### src/rtl/ifu_fetch.sv
// ifu_fetch: RV64 instruction-fetch stage. Owns the PC, drives the
// combinational ROM address, and buffers {pc, inst} in a small FIFO
// that decode drains through a valid/ready handshake.
//
// Parameters:
//   RESET_PC    PC loaded on reset
//   FIFO_DEPTH  buffer entries (power of 2, >= 2)
//
// Ports:
//   clk, rst           clock; synchronous active-high reset
//   inst_addr_o        ROM fetch address (the PC register)
//   inst_i             ROM data, [31:0] is the instruction
//   redirect_valid_i   redirect request from execute
//   redirect_pc_i      redirect target
//   if_valid_o         FIFO head valid
//   if_ready_i         decode accepts head
//   if_pc_o            head PC
//   if_inst_o          head instruction
//   fetch_misalign_o   sticky misaligned-target flag
//
// Optional feature macro: IFU_MISALIGN_CHECK_EN. When defined, a
// misaligned redirect target halts fetch and raises fetch_misalign_o
// until reset or an aligned redirect. When undefined, target bits
// [1:0] are cleared and fetch_misalign_o is tied low.

module ifu_fetch #(
    parameter logic [63:0] RESET_PC   = 64'h0000_0000_8000_0000,
    parameter int          FIFO_DEPTH = 2
) (
    input  logic        clk,
    input  logic        rst,
    output logic [63:0] inst_addr_o,
    input  logic [63:0] inst_i,
    input  logic        redirect_valid_i,
    input  logic [63:0] redirect_pc_i,
    output logic        if_valid_o,
    input  logic        if_ready_i,
    output logic [63:0] if_pc_o,
    output logic [31:0] if_inst_o,
    output logic        fetch_misalign_o
);

    localparam int PW = $clog2(FIFO_DEPTH);

    localparam logic [PW-1:0] PTR_ONE = PW'(1);
    localparam logic [PW:0]   CNT_ONE = (PW + 1)'(1);
    localparam logic [PW:0]   CNT_MAX = (PW + 1)'(FIFO_DEPTH);

    logic [63:0]   pc_q, pc_d;
    logic [PW-1:0] rd_q, rd_d;
    logic [PW-1:0] wr_q, wr_d;
    logic [PW:0]   cnt_q, cnt_d;
    logic          halted_q, halted_d;

    logic [63:0] pc_mem   [FIFO_DEPTH];
    logic [31:0] inst_mem [FIFO_DEPTH];

    logic deq;
    logic enq;
    logic [63:0] tgt_pc;
    logic        tgt_halt;

    // Upper ROM bits and (in the default build) target bits [1:0]
    // carry no meaning here.
    logic unused_bits;
    assign unused_bits = ^{inst_i[63:32], redirect_pc_i[1:0]};

    assign deq = if_valid_o & if_ready_i;
    // A full FIFO may still accept when the head leaves this cycle.
    assign enq = ~redirect_valid_i & ~halted_q
               & ((cnt_q < CNT_MAX) | deq);

`ifdef IFU_MISALIGN_CHECK_EN
    assign tgt_pc   = redirect_pc_i;
    assign tgt_halt = redirect_pc_i[1:0] != 2'b00;
`else
    assign tgt_pc   = {redirect_pc_i[63:2], 2'b00};
    assign tgt_halt = 1'b0;
`endif

    always_comb begin
        pc_d     = pc_q;
        rd_d     = rd_q;
        wr_d     = wr_q;
        cnt_d    = cnt_q;
        halted_d = halted_q;
        if (redirect_valid_i) begin
            // Flush; any head handshake this cycle is simply consumed.
            pc_d     = tgt_pc;
            rd_d     = '0;
            wr_d     = '0;
            cnt_d    = '0;
            halted_d = tgt_halt;
        end else begin
            if (enq) begin
                wr_d = wr_q + PTR_ONE;
                pc_d = pc_q + 64'd4;
            end
            if (deq) begin
                rd_d = rd_q + PTR_ONE;
            end
            if (enq & ~deq) begin
                cnt_d = cnt_q + CNT_ONE;
            end else if (deq & ~enq) begin
                cnt_d = cnt_q - CNT_ONE;
            end
        end
    end

    always_ff @(posedge clk) begin
        if (rst) begin
            pc_q     <= RESET_PC;
            rd_q     <= '0;
            wr_q     <= '0;
            cnt_q    <= '0;
            halted_q <= 1'b0;
        end else begin
            pc_q     <= pc_d;
            rd_q     <= rd_d;
            wr_q     <= wr_d;
            cnt_q    <= cnt_d;
            halted_q <= halted_d;
        end
    end

    // Storage needs no reset: count gates visibility of every entry.
    always_ff @(posedge clk) begin
        if (enq) begin
            pc_mem[wr_q]   <= pc_q;
            inst_mem[wr_q] <= inst_i[31:0];
        end
    end

    assign inst_addr_o      = pc_q;
    assign if_valid_o       = cnt_q != '0;
    assign if_pc_o          = pc_mem[rd_q];
    assign if_inst_o        = inst_mem[rd_q];
    assign fetch_misalign_o = halted_q;

endmodule

### config.mk
export PLATFORM = sky130hd
export DESIGN_NAME = ifu_fetch
export DESIGN_NICKNAME = d
export VERILOG_FILES = /design/src/rtl/ifu_fetch.sv
export SDC_FILE = /design/constraint.sdc
export NUM_CORES = 1
export LEC_CHECK = 0
export CORE_AREA = 2 2 148 150
export DETAILED_ROUTE_END_ITERATION = 10
export DIE_AREA = 0 0 150 152
export GPL_TIMING_DRIVEN = 1
export HOLD_SLACK_MARGIN = 0.15
export PLACE_DENSITY = 0.85
export SYNTH_ARGS = -nofsm -noshare
export SYNTH_HDL_FRONTEND = slang
export SYNTH_SLANG_ARGS = --single-unit
### constraint.sdc
create_clock -name clk -period 24.6 [get_ports clk]
set_clock_uncertainty 0.05 [all_clocks]
set_input_delay 4.92 -clock clk [delete_from_list [all_inputs] [get_ports clk]]
set_output_delay 4.92 -clock clk [all_outputs]
set_load 0.02 [all_outputs]
### Yosys cells after proc, flatten, opt, wreduce, memory -nomap -nowiden

Memories as Yosys holds them, arrays and structs flattened. A register that Yosys moved wholly into a read port is not among the register bits.
Cells that the tools add are included.
Widths: inputs -> output; s select.

* register bits after elaboration: 68
* latch bits: 0
* RAM bits: 192
* memory bits (read-only): 0
* input bits: 132
* memories kept: 2

Memories
* pc_mem: depth 2, bits a word 64, rd ports 1, clocked after memory_dff 1, write ports 1, line 55 `logic [63:0] pc_mem [FIFO_DEPTH];`
* inst_mem: depth 2, bits a word 32, rd ports 1, clocked after memory_dff 1, write ports 1, line 56 `logic [31:0] inst_mem [FIFO_DEPTH];`

* add/subtract/negate cells: 5
* $mul: 0
* divide/modulo/power cells: 0
* $lt $le $gt $ge: 1
* eq/ne operators: 0
* shift operators: 0
* muxes and demuxes: 10
* bitwise operators: 8
* reductions and logical operators: 4

Operators with widths (number)
* $mux 64: 2
* $add 64x3->64 const B: 1
* $mux 1: 6
* $reduce_bool 2->1: 3
* $and 1x1->1: 4
* $mux 2: 2
* $not 1->1: 3
* $add 1x1->1 const B: 2
* $add 2x1->2 const B: 1
* $lt 2x2->1 const B: 1
* $reduce_or 2->1: 1
* $sub 2x1->2 const B: 1
* $or 1x1->1: 1

### Logic depth before layout (Yosys ltp)

* word-level depth: 8
* gate-level depth with buffers: 9
* mapped depth without buffers: 7

### Least setup slack after synthesis

OpenSTA, ideal clock, no wires.

* kind: input port to flip-flop
* from: input redirect_valid_i
* to: memory inst_mem[0][0], enable pin
* data arrival time: 11.959 ns
* data required time: 23.888 ns
* path slack: 11.930 ns
* cell stages on the path: 4
* path buffers: 3
* cells stage by stage: clkbuf_1 -> clkbuf_1 -> buf_1 -> nor3_1

* longest elaborated chain between the ends: 4

RTL lines
* start, declared: line 34 `input logic redirect_valid_i,`
* $not 1->1: line 70 `assign enq = ~redirect_valid_i & ~halted_q`
* $and 1x1->1: line 71 `& ((cnt_q < CNT_MAX) | deq);`
* $mux 1: line 128 `if (enq) begin`
* $mux 1 (implied by the code): line 130 `inst_mem[wr_q] <= inst_i[31:0];`
* end, declared: line 56

No other way between the ends.

==> results by group <==
Min path
  • Hold_sp: inst_addr_o[63]
  • Hold Path End: pc_mem[1][63]
  • Hold crit path type: flip-flop to flip-flop
  • Hold Path Depth: 0

Critical path
  • Delay-heaviest family, CP: buffers and inverters
  • Crit end category: primary output
  • Startpoint Class: flip-flop
  • Req. time, crit path: approximately 20 ns
  • Worst reg2reg endpoint: inst_addr_o[58]
  • Buf/Inv on CP: 2
  • Worst reg2reg startpoint: inst_addr_o[23]
  • CP max stage delay: 0.72 ns
  • Crit-path cells: buf_4, mux2_2, clkdlybuf4s50_1
  • Reg2reg setup slack: 21.41 ns
  • CP Data Arrival Time: just under 3 ns
  • Worst Setup Path Type: flip-flop to primary output
  • Max FO, Critical Path: between 50 and 60
  • Slowest cell on crit path: dfxtp_4
  • Worst-case reg-to-reg path depth: 5

Yosys
  • Async S/R FF share, synth: 0%
  • Netlist cell types: between 50 and 60
  • Seq/Total Area, Yosys: between 60 and 70%
  • Count leader, synth: edfxtp_1
  • Post-synth EDFFs: roughly 190
  • Syn Area/Cell: roughly 13 sq um
  • YS warnings: 0
  • Area leader, netlist: edfxtp_1
  • Largest cells by area after synthesis: edfxtp_1, dfxtp_1, mux2_2
  • Synth cell count leaders: edfxtp_1, mux2_2, dfxtp_1
  • Post-Synthesis Cells: 831
  • Mapped Area: ~11000 sq um
  • Synth top area share: between 50% and 60%
  • Primary FF master, synth: edfxtp_1
  • Yosys reg bits: between 200 and 300

Clock network
  • CTS sink count: between 200 and 300
  • CTS tree: yes
  • Clk_lat worst skew: 0.53 ns
  • CTS H-tree depth: 1
  • Postcts setup bufs: 0
  • Hold buffers post-CTS: 0
  • CTS buffer count: 26
  • CTS clock-pin slew for the worst setup and hold paths: ~0.060 ns
  • Post-cts sizing count: 0
  • CTS Root Cell: clkbuf_16
  • Deepest clock path buffer count: 3

Global routing
  • First-pass GRT wire length: around 44000 um
  • Met2 usage: between 40% and 50%
  • Routing usage on met3: under 10%
  • Largest net degree at the start of global routing: ~100
  • Grt met1 use: between 30% and 40%
  • Number of global-route vias before repair: 7772
  • Initial antenna violation count: 3
  • GR peak layer: met2
  • Total global routing track utilization: 24.2%
  • Total gr overflow: 0

Detailed routing
  • Vias per inst: 5.82
  • DRT iter0 DRCs: approximately 790
  • Wire per inst: around 21 um
  • # DRC: 0
  • Post-route ant nets: 0
  • Via count: roughly 8100
  • Initial DRT Pass Iterations: 5
  • Wirelength, routed: 28800 um

Power and ir drop
  • Internal Dissipation: approximately 800 uW
  • Clock Power Share: 36.6%
  • Switching power of the nets: between 200 and 250 uW
  • Register share of total power: about 50%
  • Pleak: ~0.0048 uW
  • PwrDens: around 71 nW/um^2
  • Comb power frac: ~13%
  • Worst vdd ir: 0.0000559 V
  • Switching Fraction: between 20% and 30%

Place
  • Buffers on Ports: roughly 250
  • Placed wire-length estimate: roughly 19000 um
  • Post-Place Cells: between 1000 and 1500
  • Global placer's final weighted congestion: 0.897

Finish
  • Share of layout cells above drive strength 1: between 10% and 20%
  • Final Non-Filler Cells: 1383
  • Layout overhead on the synthesized area: 33.1%
  • Nets@finish: between 1000 and 1500
  • Fill count: between 1500 and 2000

Die
  • Die H: approximately 150 um
  • Placeable Area: ~21000 sq um
  • Die footprint: around 23000 sq um
  • Initial Utilization: between 50% and 60%
  • IO Count: roughly 300
  • Row count: 54
  • Die Wd: 150 um

Run
  • Max-cap violation count: 0

STA
  • Post-route minimum period: between 7 and 8 ns
  • Fin Setup TNS: 0 ns
  • Slew HR: 23.2%
  • Slew @ Worst Pin: between 1 and 1.5 ns
  • Max Fclk: 0.126 GHz
  • RSZ-0062 raised after global routing: no
  • Fin. max-slew vios: 0
  • Final hold violation count: 0
  • Setup-failing EPs final: 0
  • Final period utilization: 32.2%

Outcome
  • Status: finished, final reports clean
[worst register-to-register path, cell delays in order (launching register included)]
cell and delay [ns]:
dfxtp_1 0.58, nand4_1 0.29, nor4_1 0.84, nand4_1 0.55
o31a_1 0.43, or3_1 0.34
[power by group through the flow]
stage,Combinational (uW),Sequential [uW],Clock [uW]
after floorplan,62.6,525,0
after global placement,135,521,0
after detailed placement,137,523,0
after CTS,138,514,383
after global routing,146,517,399
final,137,514,376
[final cells by class]
| class | instances | area (sq um) | share of cell area [%] |
|---|---|---|---|
| timing repair buffer | 263 | 2610 | 17.9 |
| antenna | 3 | 7.51 | 0.0517 |
| clock buffer | 32 | 694 | 4.78 |
| sequential | 255 | 6990 | 48.1 |
| multi-input combinational | 528 | 3740 | 25.8 |
| inverter | 7 | 26.3 | 0.181 |
| tap | 280 | 350 | 2.41 |
| clock inverter | 15 | 115 | 0.792 |
[stage by stage]
stage | util (%) | power, uW | hold WS (ns) | cell area (sq um) | worst slack (ns)
4_1_cts | 68.0 | 1040 | 0.477 | 14500 | 16.62
3_5_place_dp | 64.2 | 660 | 0.467 | 13700 | 16.75
3_3_place_gp | 64.2 | 656 | 0.459 | 13700 | 16.78
6_report | 68.1 | 1030 | 0.479 | 14500 | 16.69
5_1_grt | 68.1 | 1060 | 0.497 | 14500 | 16.52
2_1_floorplan | - | 588 | 0.470 | 10900 | 11.93
[registers in the layout, summed over array words and instances, names as in the netlist, named ones only]
register     count
cnt_q            2
inst_addr_o     62
inst_mem        64
pc_mem         124
rd_q             1
wr_q             1
[metal layers]
| metal | up-vias | routed length, um | share of wire [%] |
|---|---|---|---|
| li1 | 3736 | - | - |
| met3 | 55 | 2840 | 9.9 |
| met2 | 413 | 13900 | 48 |
| met4 | 0 | 626 | 2.2 |
| met1 | 3848 | 11500 | 40 |
| met5 | - | 0 | 0 |
[cells by family (layout without fill, tap and decap cells)]
| kind of cell | after synthesis | in the layout | synth area share (%) |
|---|---|---|---|
| XOR/XNOR | 34 | 34 | 2.73 |
| AND/OR/NAND/NOR | 294 | 294 | 14.6 |
| buffers and inverters | 52 | 317 | 2.01 |
| AO/OA/AOI/OAI | 93 | 93 | 6.18 |
| adder cells (fa/ha/maj) | 2 | 2 | 0.229 |
| multiplexers | 100 | 100 | 10.2 |
| other | 1 | 8 | 0.0343 |
| flip-flops | 255 | 255 | 64.0 |
[worst max path at each step]
stage / end / slack [ns] / depth (start not counted)
after floorplan: inst_mem[0][0] / 11.93 / 4
after global placement: inst_addr_o[62] / 16.78 / 8
after detailed placement: inst_addr_o[61] / 16.75 / 6
after CTS: if_inst_o[2] / 16.62 / 3
after global routing: if_inst_o[2] / 16.52 / 3
final: if_pc_o[39] / 16.69 / 3
[cells in the final DEF (no fill, tap or decap), types with 11 or more instances in the layout]
cell and instances:
and3_1 20, or4_1 15, a311oi_1 18, xor2_1 18
nor2_1 64, mux2_2 94, or3_1 16, a211oi_1 23
nor3_1 19, dfxtp_1 66, nand3_1 45, nand4_1 37
clkdlybuf4s50_1 253, nand2_1 34, nor4_1 13, edfxtp_1 188
clkbuf_16 27, a21oi_1 11, o21ai_0 15, xnor2_1 16
Power figures use the tool's default switching activity.
